### config.mk
export PLATFORM = sky130hd
export DESIGN_NAME = seven_seg_scanner
export DESIGN_NICKNAME = d
export VERILOG_FILES = /design/src/rtl/seven_seg_scanner.sv
export SDC_FILE = /design/constraint.sdc
export NUM_CORES = 1
export LEC_CHECK = 0
export ABC_CLOCK_PERIOD_IN_PS = 4100
export CELL_PAD_IN_SITES_DETAIL_PLACEMENT = 2
export CELL_PAD_IN_SITES_GLOBAL_PLACEMENT = 2
export CORE_AREA = 8 8 99 101
export CTS_BUF_LIST = sky130_fd_sc_hd__clkbuf_8
export DETAILED_ROUTE_END_ITERATION = 16
export DIE_AREA = 0 0 107 109
export GPL_TIMING_DRIVEN = 0
export MAX_ROUTING_LAYER = met4
export PLACE_DENSITY_LB_ADDON = 0.1
export SLEW_MARGIN = 20
export SYNTH_ARGS = -nofsm -noshare
export SYNTH_HDL_FRONTEND = slang
export SYNTH_SLANG_ARGS = --single-unit
### constraint.sdc
create_clock -name clk -period 4.1 [get_ports clk]
set_clock_uncertainty 0.2 [all_clocks]
set_input_delay 0.615 -clock clk [delete_from_list [all_inputs] [get_ports clk]]
set_output_delay 0.615 -clock clk [all_outputs]
set_load 0.01 [all_outputs]
### src/rtl/seven_seg_scanner.sv
// Four-digit multiplexed seven-segment scanner with a frame-synchronous display shadow.
// A new word is captured into pending and only promoted to the shown shadow at a frame wrap.
module seven_seg_scanner #(
    parameter int unsigned DIV = 100000
) (
    input  logic        clk,
    input  logic        reset,
    input  logic        en,
    input  logic        load,
    input  logic [15:0] din,
    output logic [3:0]  anode,
    output logic [3:0]  digit,
    output logic        frame_done
);

    localparam int unsigned PW = (DIV > 1) ? $clog2(DIV) : 1;
    localparam logic [PW-1:0] PcntMax = PW'(DIV - 1);

    logic [PW-1:0] pcnt_q, pcnt_d;
    logic [1:0]    idx_q, idx_d;
    logic [15:0]   shadow_q, shadow_d;
    logic [15:0]   pending_q, pending_d;
    logic          pend_q, pend_d;
    logic [3:0]    anode_q, anode_d;
    logic [3:0]    digit_q, digit_d;
    logic          frame_done_q, frame_done_d;
    logic          tick;
    logic          wrap;

    assign tick = en && (pcnt_q == PcntMax);
    assign wrap = tick && (idx_q == 2'd3);

    always_comb begin
        pcnt_d = pcnt_q;
        idx_d  = idx_q;
        if (tick) begin
            pcnt_d = '0;
            idx_d  = idx_q + 2'd1;
        end else if (en) begin
            pcnt_d = pcnt_q + PW'(1);
        end
    end

    // A load on the wrap edge bypasses pending so it shows from the first slot of the new frame.
    always_comb begin
        shadow_d  = shadow_q;
        pending_d = pending_q;
        pend_d    = pend_q;
        if (wrap) begin
            if (load) begin
                shadow_d = din;
                pend_d   = 1'b0;
            end else if (pend_q) begin
                shadow_d = pending_q;
                pend_d   = 1'b0;
            end
        end else if (load) begin
            pending_d = din;
            pend_d    = 1'b1;
        end
    end

    // Outputs are computed from post-edge state so the registers carry no extra lag.
    always_comb begin
        anode_d = 4'b1111;
        digit_d = digit_q;
        if (en) begin
            unique case (idx_d)
                2'd0: begin
                    anode_d = 4'b1110;
                    digit_d = shadow_d[3:0];
                end
                2'd1: begin
                    anode_d = 4'b1101;
                    digit_d = shadow_d[7:4];
                end
                2'd2: begin
                    anode_d = 4'b1011;
                    digit_d = shadow_d[11:8];
                end
                default: begin
                    anode_d = 4'b0111;
                    digit_d = shadow_d[15:12];
                end
            endcase
        end
        frame_done_d = wrap;
    end

    always_ff @(posedge clk) begin
        if (reset) begin
            pcnt_q       <= '0;
            idx_q        <= 2'd0;
            shadow_q     <= 16'h0000;
            pending_q    <= 16'h0000;
            pend_q       <= 1'b0;
            anode_q      <= 4'b1111;
            digit_q      <= 4'h0;
            frame_done_q <= 1'b0;
        end else begin
            pcnt_q       <= pcnt_d;
            idx_q        <= idx_d;
            shadow_q     <= shadow_d;
            pending_q    <= pending_d;
            pend_q       <= pend_d;
            anode_q      <= anode_d;
            digit_q      <= digit_d;
            frame_done_q <= frame_done_d;
        end
    end

    assign anode      = anode_q;
    assign digit      = digit_q;
    assign frame_done = frame_done_q;

endmodule
* Word level (Yosys, flattened, before mapping)
Cells that the tools add are included. W data, S select, Z words.
Word-level totals: register bits after elaboration 61, bits of input ports 20, output and inout bits 9, word-level logic and storage cells 29
Operators by class: add/subtract/negate cells 2, eq/ne operators 4, mux-type cells 6, bitwise gates (word level) 2, reduce and logical (&&, ||, !) cells 7
Operators with widths (number):
- $mux W16 | 3
- $pmux W4 S3 | 2
- $add A17 B1 Y17 const B | 1
- $eq A17 B17 Y1 const B | 1
- $reduce_or A2 Y1 | 3
- $eq A2 B2 Y1 const B | 2
- $add A2 B1 Y2 const B | 1
- $eq A2 B1 Y1 const B | 1
- $logic_and A1 B1 Y1 | 2
- $logic_not A2 Y1 | 1
- $mux W2 | 1
- $not A1 Y1 | 2
- $reduce_and A2 Y1 | 1

* Depth between registers and ports, before layout
word-level depth 5, depth in mapped cells 10, depth with buffers taken out 7

* Worst setup path before layout
OpenSTA, ideal clock, no wires.
path kind reg-to-reg, start register pcnt_q[0], end register digit_q[0] (netlist: digit[0]), setup time 126 ps, arrival time 2040 ps, data required time 3774 ps, slack 1735 ps, cell stages (with the launch flop) 10, path buffers 2, clock period less this slack 2365 ps, cell sequence dfxtp_1 ha_1 and4_1 clkbuf_1 and2_0 clkbuf_1 a21boi_2 or2_4 a222oi_1 o21ai_1
Between the ends: longest elaborated chain between the ends 5, elaborated cells on any way between the ends 9, classes of those cells eq/ne (3); mux (3); reduce/logical (3)
RTL lines:
- start: declaration | line 19 | logic [PW-1:0] pcnt_q, pcnt_d;
- start signal: assignment | line 101 | pcnt_q <= pcnt_d;
- $eq A17 B17 Y1 (*) | line 30 | assign tick = en && (pcnt_q == PcntMax);
- $logic_and A1 B1 Y1 (*) | line 30
- $mux W2 or $logic_and A1 B1 Y1 (tied branches) | line 36, 31
- $eq A2 B2 Y1, or another cell as far along | line 68 | unique case (idx_d)
- $pmux W4 S3 (*) | line 68
- end signal: assignment | line 107 | digit_q <= digit_d;
- end: declaration | line 25 | logic [3:0] digit_q, digit_d;
Every way passes the cells marked *; elsewhere a longest branch is shown, timed or not. A chain may end at the register's enable or synchronous reset.

* Final worst setup path
start input port en, end register digit_q[3] (netlist: digit[3])
Between the ends: longest elaborated chain between the ends 4, elaborated cells on any way between the ends 8, classes of those cells eq/ne (2); mux (3); reduce/logical (3)
RTL lines:
- start: declaration | line 8 | input logic en,
- $logic_and A1 B1 Y1 | line 30
- $mux W2 or $logic_and A1 B1 Y1 (tied branches) | line 36, 31
- $eq A2 B2 Y1, or another cell as far along | line 68
- $pmux W4 S3 | line 68
Several ways; a longest one is shown, not always the timed one.

==> PnR_summary.wiki <==
{| class="wikitable"
! Metric !! Value
|-
| Outcome || complete, no violations
|-
| Type of the tightest min-delay check || reg2reg
|-
| Post-synthesis xor/xnor area fraction || 5.01%
|-
| Area of the placeable core || around 8400 µm²
|-
| Type of the worst setup path || in2reg
|-
| Mean area per synthesized cell || between 8 and 9 µm²
|-
| Area growth from synthesis to layout || 22.9%
|-
| Final RePlAce weighted congestion || 0.811
|-
| Unrepaired setup endpoints after global routing || false
|-
| R2R Setup Slk || about 0.92 ns
|-
| Top library cells by usage in the layout, fill and taps aside || 61 x sky130_fd_sc_hd__dfxtp_1, 50 x sky130_fd_sc_hd__nor2_1, 28 x sky130_fd_sc_hd__clkdlybuf4s50_1
|-
| Most common cell after layout, fill and taps aside || sky130_fd_sc_hd__dfxtp_1
|-
| Cts bufs inserted || 9
|-
| Final period demand of the worst path || approximately 3.2 ns
|-
| Share of final-layout standard cells stronger than drive strength 1 || roughly 8.6%
|-
| Post-detailed-route DRC marker count || 0
|-
| Cell at the root of the clock tree || sky130_fd_sc_hd__clkbuf_8
|-
| Global routing's busiest layer || met2
|-
| Initial core utilization || 33.4%
|-
| HPWL after detailed placement || between 6000 and 7000 µm
|-
| Sinks on Clock Net || 61
|-
| Simple-gate share of the synthesized area || 26.0%
|-
| Met3 Track Usage GR || ~2.7%
|-
| Crit path required time || 4.11 ns
|-
| Height of the chip || between 100 and 150 µm
|-
| GRT Residual Overflow || 0
|-
| Startpoint kind of the worst setup timing path || input pin
|-
| Number of inserted filler cells in the final layout || slightly above 900
|-
| First-pass GRT wire length || ~13000 µm
|-
| Power density over cell area || around 380 nW/µm²
|-
| Iteration-0 DRC Markers || 54
|-
| Number of nets still failing antenna checks after routing || 0
|-
| Crit path cell chain || clkdlybuf4s50_1 > and3_1 > nand3_1 > nor3_1 > a2bb2oi_1 > a222oi_1 > o21ai_1
|-
| Share of synthesized registers carrying an async set or reset || 0%
|-
| Final setup fails || 0
|-
| Fraction of the mapped netlist area in compound gates || between 10% and 20%
|-
| Buffer depth of the longest clock path || 2
|-
| Dominant combinational cell family by area after synthesis || simple AND/OR/NAND/NOR gates
|-
| Overall die area || between 10000 and 15000 µm²
|-
| Number of enable flip-flop cells after synthesis || 0
|-
| Distinct cells, synth || 53
|-
| Number of synthesized register bits || between 60 and 70
|-
| Number of setup buffers added after CTS || 0
|-
| Pwr Total || around 1.3 mW
|-
| Overall fraction of global-route tracks in use || 15.3%
|-
| Antenna violations before repair || 0
|-
| Worst-skew pair later-pin latency || ~0.33 ns
|-
| Primary flip-flop cell chosen by synthesis mapping || sky130_fd_sc_hd__dfxtp_1
|-
| Detail-routed via count per cell || 5.20
|-
| Cell leakage power || 1.28 nW
|-
| Post-Place Cell Area || around 3200 µm²
|-
| Post-route cell area || around 3400 µm²
|-
| Final core utilization || ~41%
|-
| Multiplexer share of the synthesized area || between 6 and 7%
|-
| CP max stage cell || sky130_fd_sc_hd__nor3_1
|-
| Fraction of the yosys area taken by sequential cells || between 40% and 50%
|-
| Gates resized, CTS repair || 0
|-
| Wirelength per Cell || ~17 µm
|-
| Detailed Routing Iterations Pass 1 || 4
|-
| Post-synth net total || 340
|-
| Number of core rows || 34
|-
| CTS tree || done
|-
| Count of port buffers added during placement || 28
|-
| Synthesized area || roughly 2800 µm²
|-
| Critical-path maximum fanout || 8
|-
| # hold bufs at CTS || 0
|-
| CTS H-tree lvls || 3
|-
| Worst Path Arrival || 3.25 ns
|-
| Post-synthesis share of cell area spent on full adders, half adders and majority gates || less than 1%
|-
| Ports || 29
|-
| Largest net degree at the start of global routing || 11
|-
| Final cycle utilization of the critical path || 79.1%
|-
| Vias in the first global route || between 2000 and 3000
|-
| Count of buffering cells on the critical path with inverters included || 1
|-
| Drt total wl || between 8000 and 9000 µm
|-
| Die W || between 100 and 150 µm
|-
| Count of inserted antenna diode cells || 0
|-
| Met1 usage in global routing || between 10% and 20%
|-
| Highest Clock Rate || roughly 300 MHz
|-
| Worst Tran Pin Value || between 1 and 1.5 ns
|-
| Setup Total Neg Slack || 0 ns
|-
| Number of nets in the layout || 379
|-
| Cell family contributing the most delay on the critical path || simple AND/OR/NAND/NOR gates
|-
| Cell count after synthesis || between 300 and 400
|-
| Max-Slew Margin vs Limit || ~29%
|-
| Slew Limit Fails || 0
|-
| Via Count || roughly 2400
|-
| Max-cap viol count || 0
|-
| Clock Pin Slew Worst Setup and Hold Paths || roughly 0.070 ns
|-
| Synth warn || 0
|-
| Global Route met2 Usage || around a quarter
|-
| Category of the worst setup path capture point || register
|-
| IR drop worst, VDD || about 0.16 mV
|-
| Worst path max stage delay || around 0.9 ns
|-
| Final Hold Fails || 0
|}
-- report_power, final --
group | internal [mW] | switching [mW] | total, mW
sequential | 0.605 | 0.00834 | 0.614
clock | 0.371 | 0.232 | 0.603
combinational | 0.0423 | 0.0447 | 0.0870
total | 1.02 | 0.285 | 1.30
-- metrics by stage --
stage	hold WS [ns]	std cells	setup WS, ns
final	0.259	470	0.859
after global routing	0.300	470	0.678
after CTS	0.265	470	0.879
after detailed placement	0.255	454	0.533
after global placement	0.248	454	0.547
after floorplan	0.249	318	1.73
-- layout make-up --
class | count | area [µm²] | area share (%)
multi-input combinational | 236 | 1490 | 43.2
inverter | 6 | 22.5 | 0.655
tap | 108 | 135 | 3.93
buffer | 15 | 67.6 | 1.97
timing repair buffer | 28 | 280 | 8.15
sequential | 61 | 1220 | 35.5
clock inverter | 5 | 73.8 | 2.15
clock buffer | 11 | 151 | 4.40
-- per-layer routing --
metal | up-vias | part of all wire (%)
met4 | 0 | 1.2
met5 | - | 0
met3 | 7 | 2.2
li1 | 1210 | -
met1 | 1212 | 45
met2 | 17 | 52
-- sequential cells by signal, indices dropped and copies added, names as in the netlist --
register,count
pcnt_q,17
pending_q,16
shadow_q,16
anode,4
digit,4
idx_q,2
frame_done,1
pend_q,1
-- synth_stat cells, drive strengths merged, types with 2 or more instances --
library cell	instances	area (µm²)
mux2i	17	170
and4	2	18.8
a222oi	2	20.0
a21boi	2	18.8
nor3b	2	15.0
or4b	2	27.5
clkbuf	10	37.5
dfxtp	61	1220
or2	2	15.0
o211ai	3	22.5
nand2	26	110
nor3	10	61.3
ha	2	25.0
o22ai	8	50.1
o21ai	12	63.8
nand4	10	62.6
nor2	50	188
a21oi	7	38.8
inv	6	22.5
o2bb2ai	3	26.3
nor2b	11	68.8
a22oi	5	37.5
nand3	12	60.1
and3	4	25.0
buf	5	30.0
and2	4	25.0
a2bb2oi	4	35.0
nand2b	3	18.8
xnor2	3	26.3
nor4	2	12.5
a22o	5	43.8
nor4b	2	17.5
xor2	13	114
-- path summary, 6_finish.rpt --
path	from	end	depth (start not counted)
min	digit[3]	digit[3]	2
max	en	digit[3]	7
max reg2reg	pcnt_q[0]	digit[3]	8
min reg2reg	digit[3]	digit[3]	2
-- tightest hold or removal path, stage by stage, from the launching register on --
cell	delay [ns]
sky130_fd_sc_hd__dfxtp_1	0.31
sky130_fd_sc_hd__nand2_1	0.05
sky130_fd_sc_hd__o21ai_1	0.05
-- kinds of logic (layout without fill, tap and decap cells) --
kind of cell / after synthesis / in the layout
AND/OR/NAND/NOR: 142 / 142
flip-flops: 61 / 61
AO/OA/AOI/OAI: 59 / 59
buffers and inverters: 21 / 65
multiplexers: 17 / 17
XOR/XNOR: 16 / 16
adder cells (fa/ha/maj): 2 / 2
No activity file was read; power rests on OpenSTA's default activity.
